--- config.mk ---
export PLATFORM = sky130hd
export DESIGN_NAME = score_keeper
export DESIGN_NICKNAME = d
export VERILOG_FILES = /design/src/rtl/score_keeper.sv
export SDC_FILE = /design/constraint.sdc
export NUM_CORES = 1
export LEC_CHECK = 0
export BUFFER_PORTS_ARGS = -buffer_cell sky130_fd_sc_hd__buf_2
export CAP_MARGIN = 20
export CORE_UTILIZATION = 56
export DETAILED_ROUTE_END_ITERATION = 6
export GPL_TIMING_DRIVEN = 0
export PLACE_DENSITY = 0.81
export SYNTH_ARGS = -nofsm -noshare
export SYNTH_HDL_FRONTEND = slang
export SYNTH_SLANG_ARGS = --single-unit
--- constraint.sdc ---
create_clock -name clk_i -period 2.2 [get_ports clk_i]
set_input_delay 0.22 -clock clk_i [delete_from_list [all_inputs] [get_ports clk_i]]
set_output_delay 0.22 -clock clk_i [all_outputs]
set_load 0.02 [all_outputs]
--- src/rtl/score_keeper.sv ---
// Pong game-flow controller: serve delay, play and game-over sequencing plus the
// two player score registers feeding the score display stage.
module score_keeper #(
  parameter int WIN_SCORE          = 11,
  parameter int SERVE_DELAY_FRAMES = 60
) (
  input  logic       clk_i,
  input  logic       rst_i,
  input  logic       frame_tick_i,
  input  logic       start_i,
  input  logic       goal_player_1_i,
  input  logic       goal_player_2_i,
  output logic [5:0] score_player_1_o,
  output logic [5:0] score_player_2_o,
  output logic       serve_o,
  output logic       serve_dir_o,
  output logic       ball_enable_o,
  output logic       game_over_o,
  output logic       winner_o
);

  localparam logic [5:0] WIN_VAL  = 6'(WIN_SCORE);
  localparam logic [7:0] DLY_LAST = 8'(SERVE_DELAY_FRAMES - 1);

  typedef enum logic [2:0] {
    S_IDLE,
    S_SERVE_WAIT,
    S_SERVE,
    S_PLAY,
    S_GAME_OVER
  } state_t;

  state_t     r_state;
  logic [7:0] r_frame_cnt;
  logic [5:0] r_score_1;
  logic [5:0] r_score_2;
  logic       r_serve;
  logic       r_serve_dir;
  logic       r_ball_en;
  logic       r_game_over;
  logic       r_winner;

  logic [5:0] w_score_1_inc;
  logic [5:0] w_score_2_inc;

  assign w_score_1_inc = r_score_1 + 6'd1;
  assign w_score_2_inc = r_score_2 + 6'd1;

  always_ff @(posedge clk_i or posedge rst_i) begin
    if (rst_i) begin
      r_state     <= S_IDLE;
      r_frame_cnt <= 8'd0;
      r_score_1   <= 6'd0;
      r_score_2   <= 6'd0;
      r_serve     <= 1'b0;
      r_serve_dir <= 1'b0;
      r_ball_en   <= 1'b0;
      r_game_over <= 1'b0;
      r_winner    <= 1'b0;
    end else begin
      r_serve <= 1'b0;
      case (r_state)
        S_IDLE: begin
          if (start_i) begin
            r_state     <= S_SERVE_WAIT;
            r_frame_cnt <= 8'd0;
          end
        end
        S_SERVE_WAIT: begin
          if (frame_tick_i) begin
            if (r_frame_cnt == DLY_LAST) begin
              r_state <= S_SERVE;
              r_serve <= 1'b1;
            end else begin
              r_frame_cnt <= r_frame_cnt + 8'd1;
            end
          end
        end
        S_SERVE: begin
          r_state   <= S_PLAY;
          r_ball_en <= 1'b1;
        end
        S_PLAY: begin
          // Simultaneous goals are a let: replay the serve without scoring.
          if (goal_player_1_i && goal_player_2_i) begin
            r_state     <= S_SERVE_WAIT;
            r_frame_cnt <= 8'd0;
            r_ball_en   <= 1'b0;
          end else if (goal_player_1_i) begin
            r_score_1   <= w_score_1_inc;
            r_serve_dir <= 1'b1;
            r_ball_en   <= 1'b0;
            if (w_score_1_inc == WIN_VAL) begin
              r_state     <= S_GAME_OVER;
              r_game_over <= 1'b1;
              r_winner    <= 1'b0;
            end else begin
              r_state     <= S_SERVE_WAIT;
              r_frame_cnt <= 8'd0;
            end
          end else if (goal_player_2_i) begin
            r_score_2   <= w_score_2_inc;
            r_serve_dir <= 1'b0;
            r_ball_en   <= 1'b0;
            if (w_score_2_inc == WIN_VAL) begin
              r_state     <= S_GAME_OVER;
              r_game_over <= 1'b1;
              r_winner    <= 1'b1;
            end else begin
              r_state     <= S_SERVE_WAIT;
              r_frame_cnt <= 8'd0;
            end
          end
        end
        S_GAME_OVER: begin
          if (start_i) begin
            r_state     <= S_SERVE_WAIT;
            r_frame_cnt <= 8'd0;
            r_score_1   <= 6'd0;
            r_score_2   <= 6'd0;
            r_serve_dir <= 1'b0;
            r_winner    <= 1'b0;
            r_game_over <= 1'b0;
          end
        end
        default: r_state <= S_IDLE;
      endcase
    end
  end

  assign score_player_1_o = r_score_1;
  assign score_player_2_o = r_score_2;
  assign serve_o          = r_serve;
  assign serve_dir_o      = r_serve_dir;
  assign ball_enable_o    = r_ball_en;
  assign game_over_o      = r_game_over;
  assign winner_o         = r_winner;

endmodule

==> flow_metrics.env <==
export IMPL_die_area_mm2=0.003170
export IMPL_min_path_cells=2
export IMPL_grt_pass1_wl_mm=5.982
export IMPL_synth_simple_gate_area_frac=0.2326
export IMPL_syn2layout_area_growth_pct=14.55
export IMPL_fp_dieW_um=56.31
export IMPL_place_port_buffers=21
export IMPL_crit_path_top_delay_cell="dfrtp_2"
export IMPL_r2r_start="score_player_1_o[0]"
export IMPL_cp_startpoint="score_player_1_o[0]"
export IMPL_insertion_delay_ns=0.34
export IMPL_grt_pass1_vias=1378
export IMPL_synth_mux_area_frac=0.01212
export IMPL_nets=229
export IMPL_outcome="completed"
export IMPL_track_usage=0.2373
export IMPL_core_area_mm2=0.002781
export IMPL_leakage_nw=0.8890
export IMPL_clk_pin_slew_ns=0.17
export IMPL_min_path_type="in2reg"
export IMPL_gp_congestion=0.8718
export IMPL_wl_per_cell_um=14.51
export IMPL_drtIter0Drc=80
export IMPL_endpoint_kind="register"
export IMPL_num_vias=1480
export IMPL_setup_worst_path_end="r_frame_cnt[1]"
export IMPL_drc=0
export IMPL_crit_cells=7
export IMPL_peakVddDrop_mv=0.5639
export IMPL_finalClockSkew_ns=0.01199
export IMPL_path_buf_inv=0
export IMPL_n_antenna_cell=0
export IMPL_cts_tree="yes"
export IMPL_critical_path_arrival_ns=2.35
export IMPL_drtPass1Iterations=4
export IMPL_worst_r2r_setup_slack_ns=0.12
export IMPL_synth_async_reset_ratio=1.000
export IMPL_ff2ff_path_depth=7
export IMPL_cap_violations=0
export IMPL_setup_tns_ns=0
export IMPL_crit_family="compound AO/OA/AOI/OAI gates"
export IMPL_synth_area_mm2=0.001652
export IMPL_synth_top_family_by_area="compound AO/OA/AOI/OAI gates"
export IMPL_grt_max_degree=29
export IMPL_min_period_over_period=0.9476
export IMPL_power_mw=1.520
export IMPL_yosysWarningCount=0
export IMPL_drt_total_wl_mm=3.599
export IMPL_htree_levels=1
export IMPL_synth_edf_count=0
export IMPL_synth_compound_area_share=0.2333
export IMPL_crit_fanout=8
export IMPL_antenna_found_initial=0
export IMPL_worstPathRequired_ns=2.46
export IMPL_gr_total_overflow=0
export IMPL_path_class="reg2reg"
export IMPL_crit_path_start_kind="register"
export IMPL_relSlewSlack=0.6583
export IMPL_path_cells="ha_1 > and3_1 > o221a_2 > o2111ai_2 > o22ai_2 > a21oi_4 > mux2i_1"
export IMPL_clock_path_buffers=2
export IMPL_syn_mean_instance_area_um2=8.693
export IMPL_r2r_end="r_frame_cnt[1]"
export IMPL_numCtsBuffers=3
export IMPL_dpl_hpwl_mm=2.566
export IMPL_setup_viol=0
export IMPL_yosysSeqAreaShare=0.4242
export IMPL_synth_seq_cells=28
export IMPL_finalCriticalPeriod_ns=2.085
export IMPL_critical_path_max_stage_delay_ns=0.48
export IMPL_synthXorXnorAreaFrac=0.01061
export IMPL_rows=19
export IMPL_synth_flop_cell="dfrtp_1"
export IMPL_fmax_mhz=479.7
export IMPL_syn_inst=190
export IMPL_grt_setup_unrepaired="no"
export IMPL_synth_fa_ha_area_frac=0.03788
export IMPL_start_util=0.5938
export IMPL_layout_drive_gt1_share=0.1935
export IMPL_synthDistinctLibCells=42
export IMPL_antenna_left=0
export IMPL_tightest_slew_ns=0.5119
export IMPL_post_cts_buffers=0
export IMPL_powerDensity_mw_per_mm2=803.5
export IMPL_boundaryPins=23
export IMPL_root_buffer="clkbuf_4"
export IMPL_syn_num_nets=201
export IMPL_utilization=0.6802
export IMPL_finalMaxSlewViolations=0
export IMPL_die_h_um=56.31
export IMPL_viasPerCell=5.968
export IMPL_clkSinkCount=28
export IMPL_hold_violations=0
flip-flops by register name, summed over array words and instances (netlist names):
| signal | count |
|---|---|
| r_state | 3 |
| r_frame_cnt | 8 |
| score_player_2_o | 6 |
| serve_o | 1 |
| winner_o | 1 |
| serve_dir_o | 1 |
| score_player_1_o | 6 |
| ball_enable_o | 1 |
| game_over_o | 1 |
what timing repair did:
item,in CTS,in global routing
setup endpoints to repair,0,3
hold buffers,0,1
gates resized for setup,0,3
endpoints found under the hold margin,0,10
per-stage QoR:
step	hold WS (ns)	cell area [um^2]	setup WS, ns	instances
global route	0.1166	1892	0.007620	248
global placement	0.4622	1795	0.1440	242
CTS	0.1027	1848	0.06231	246
floorplan	0.2854	1652	0.2199	190
detailed placement	0.4624	1795	0.1035	242
finish	0.1191	1892	0.1154	248
metal layers:
| layer | vias up | part of all wire | track usage | wire length (um) |
|---|---|---|---|---|
| li1 | 737 | - | - | - |
| met1 | 696 | 0.46 | 0.3176 | 1650 |
| met2 | 43 | 0.48 | 0.4048 | 1745 |
| met3 | 4 | 0.049 | 0.02304 | 176 |
| met4 | 0 | 0.0075 | 0.08014 | 27 |
| met5 | - | 0 | 0 | 0 |
worst register-to-register path: cells and delay by family, from the launching register on:
family / cells / cell delay (ns)
AND/OR/NAND/NOR: 1 / 0.21
adder cells (fa/ha/maj): 1 / 0.29
multiplexers: 1 / 0.22
flip-flops: 1 / 0.48
AO/OA/AOI/OAI: 4 / 0.83
cells by family after synthesis:
family | count (synthesis)
multiplexers | 2
flip-flops | 28
buffers and inverters | 18
adder cells (fa/ha/maj) | 5
AND/OR/NAND/NOR | 75
AO/OA/AOI/OAI | 60
XOR/XNOR | 2
Yosys cell counts, types with 2 or more instances:
cell	number	share of area
a21o_1	3	0.014
nor3_1	10	0.030
ha_1	5	0.038
and3_1	4	0.015
buf_2	2	0.0061
nand2b_1	2	0.0076
nor2_1	15	0.034
a31oi_1	6	0.023
and3b_1	2	0.011
inv_1	13	0.030
mux2i_1	2	0.012
or3_1	4	0.015
and2_1	4	0.015
nand2_1	18	0.041
o21ai_1	2	0.0061
a21oi_1	7	0.021
o31ai_1	4	0.018
nand3b_1	2	0.0091
o21ai_0	28	0.085
nand3_1	7	0.021
dfrtp_1	28	0.42
or2_2	2	0.0076
where the power goes:
group          switching [mW]  internal [mW]  total, mW  leakage (nW)
Sequential              0.110          0.617      0.727         0.337
Combinational           0.259          0.186      0.445         0.524
Clock                   0.163          0.184      0.348        0.0279
Total                   0.532          0.988       1.52         0.889
layout make-up:
type	count	area (um^2)
repair buffers	23	142.6
inverters	13	48.80
plain buffers	5	32.53
well taps	31	38.79
fillers	236	889.6
clock inverters	1	30.03
clock buffers	3	22.52
multi-input cells	144	873.3
flip-flops and latches	28	703.2
how the worst min path moves through the flow:
stage | startpoint | end | slack [ns]
2_1_floorplan | rst_i | ball_enable_o | 0.29
3_3_place_gp | r_frame_cnt[7] | r_frame_cnt[7] | 0.46
3_5_place_dp | r_frame_cnt[7] | r_frame_cnt[7] | 0.46
4_1_cts | start_i | r_state[2] | 0.10
5_1_grt | start_i | r_state[2] | 0.12
6_report | start_i | r_state[2] | 0.12
cells in the final DEF, fill, tap and decap left out, types with 5 or more instances in the layout:
| cell type | n |
|---|---|
| nor2_1 | 15 |
| nand2_1 | 18 |
| nor3_1 | 10 |
| ha_1 | 5 |
| dfrtp_1 | 26 |
| a21oi_1 | 6 |
| nand3_1 | 7 |
| a31oi_1 | 6 |
| o21ai_0 | 28 |
| inv_1 | 13 |
| buf_2 | 23 |
No activity file was read; power rests on OpenSTA's default activity.
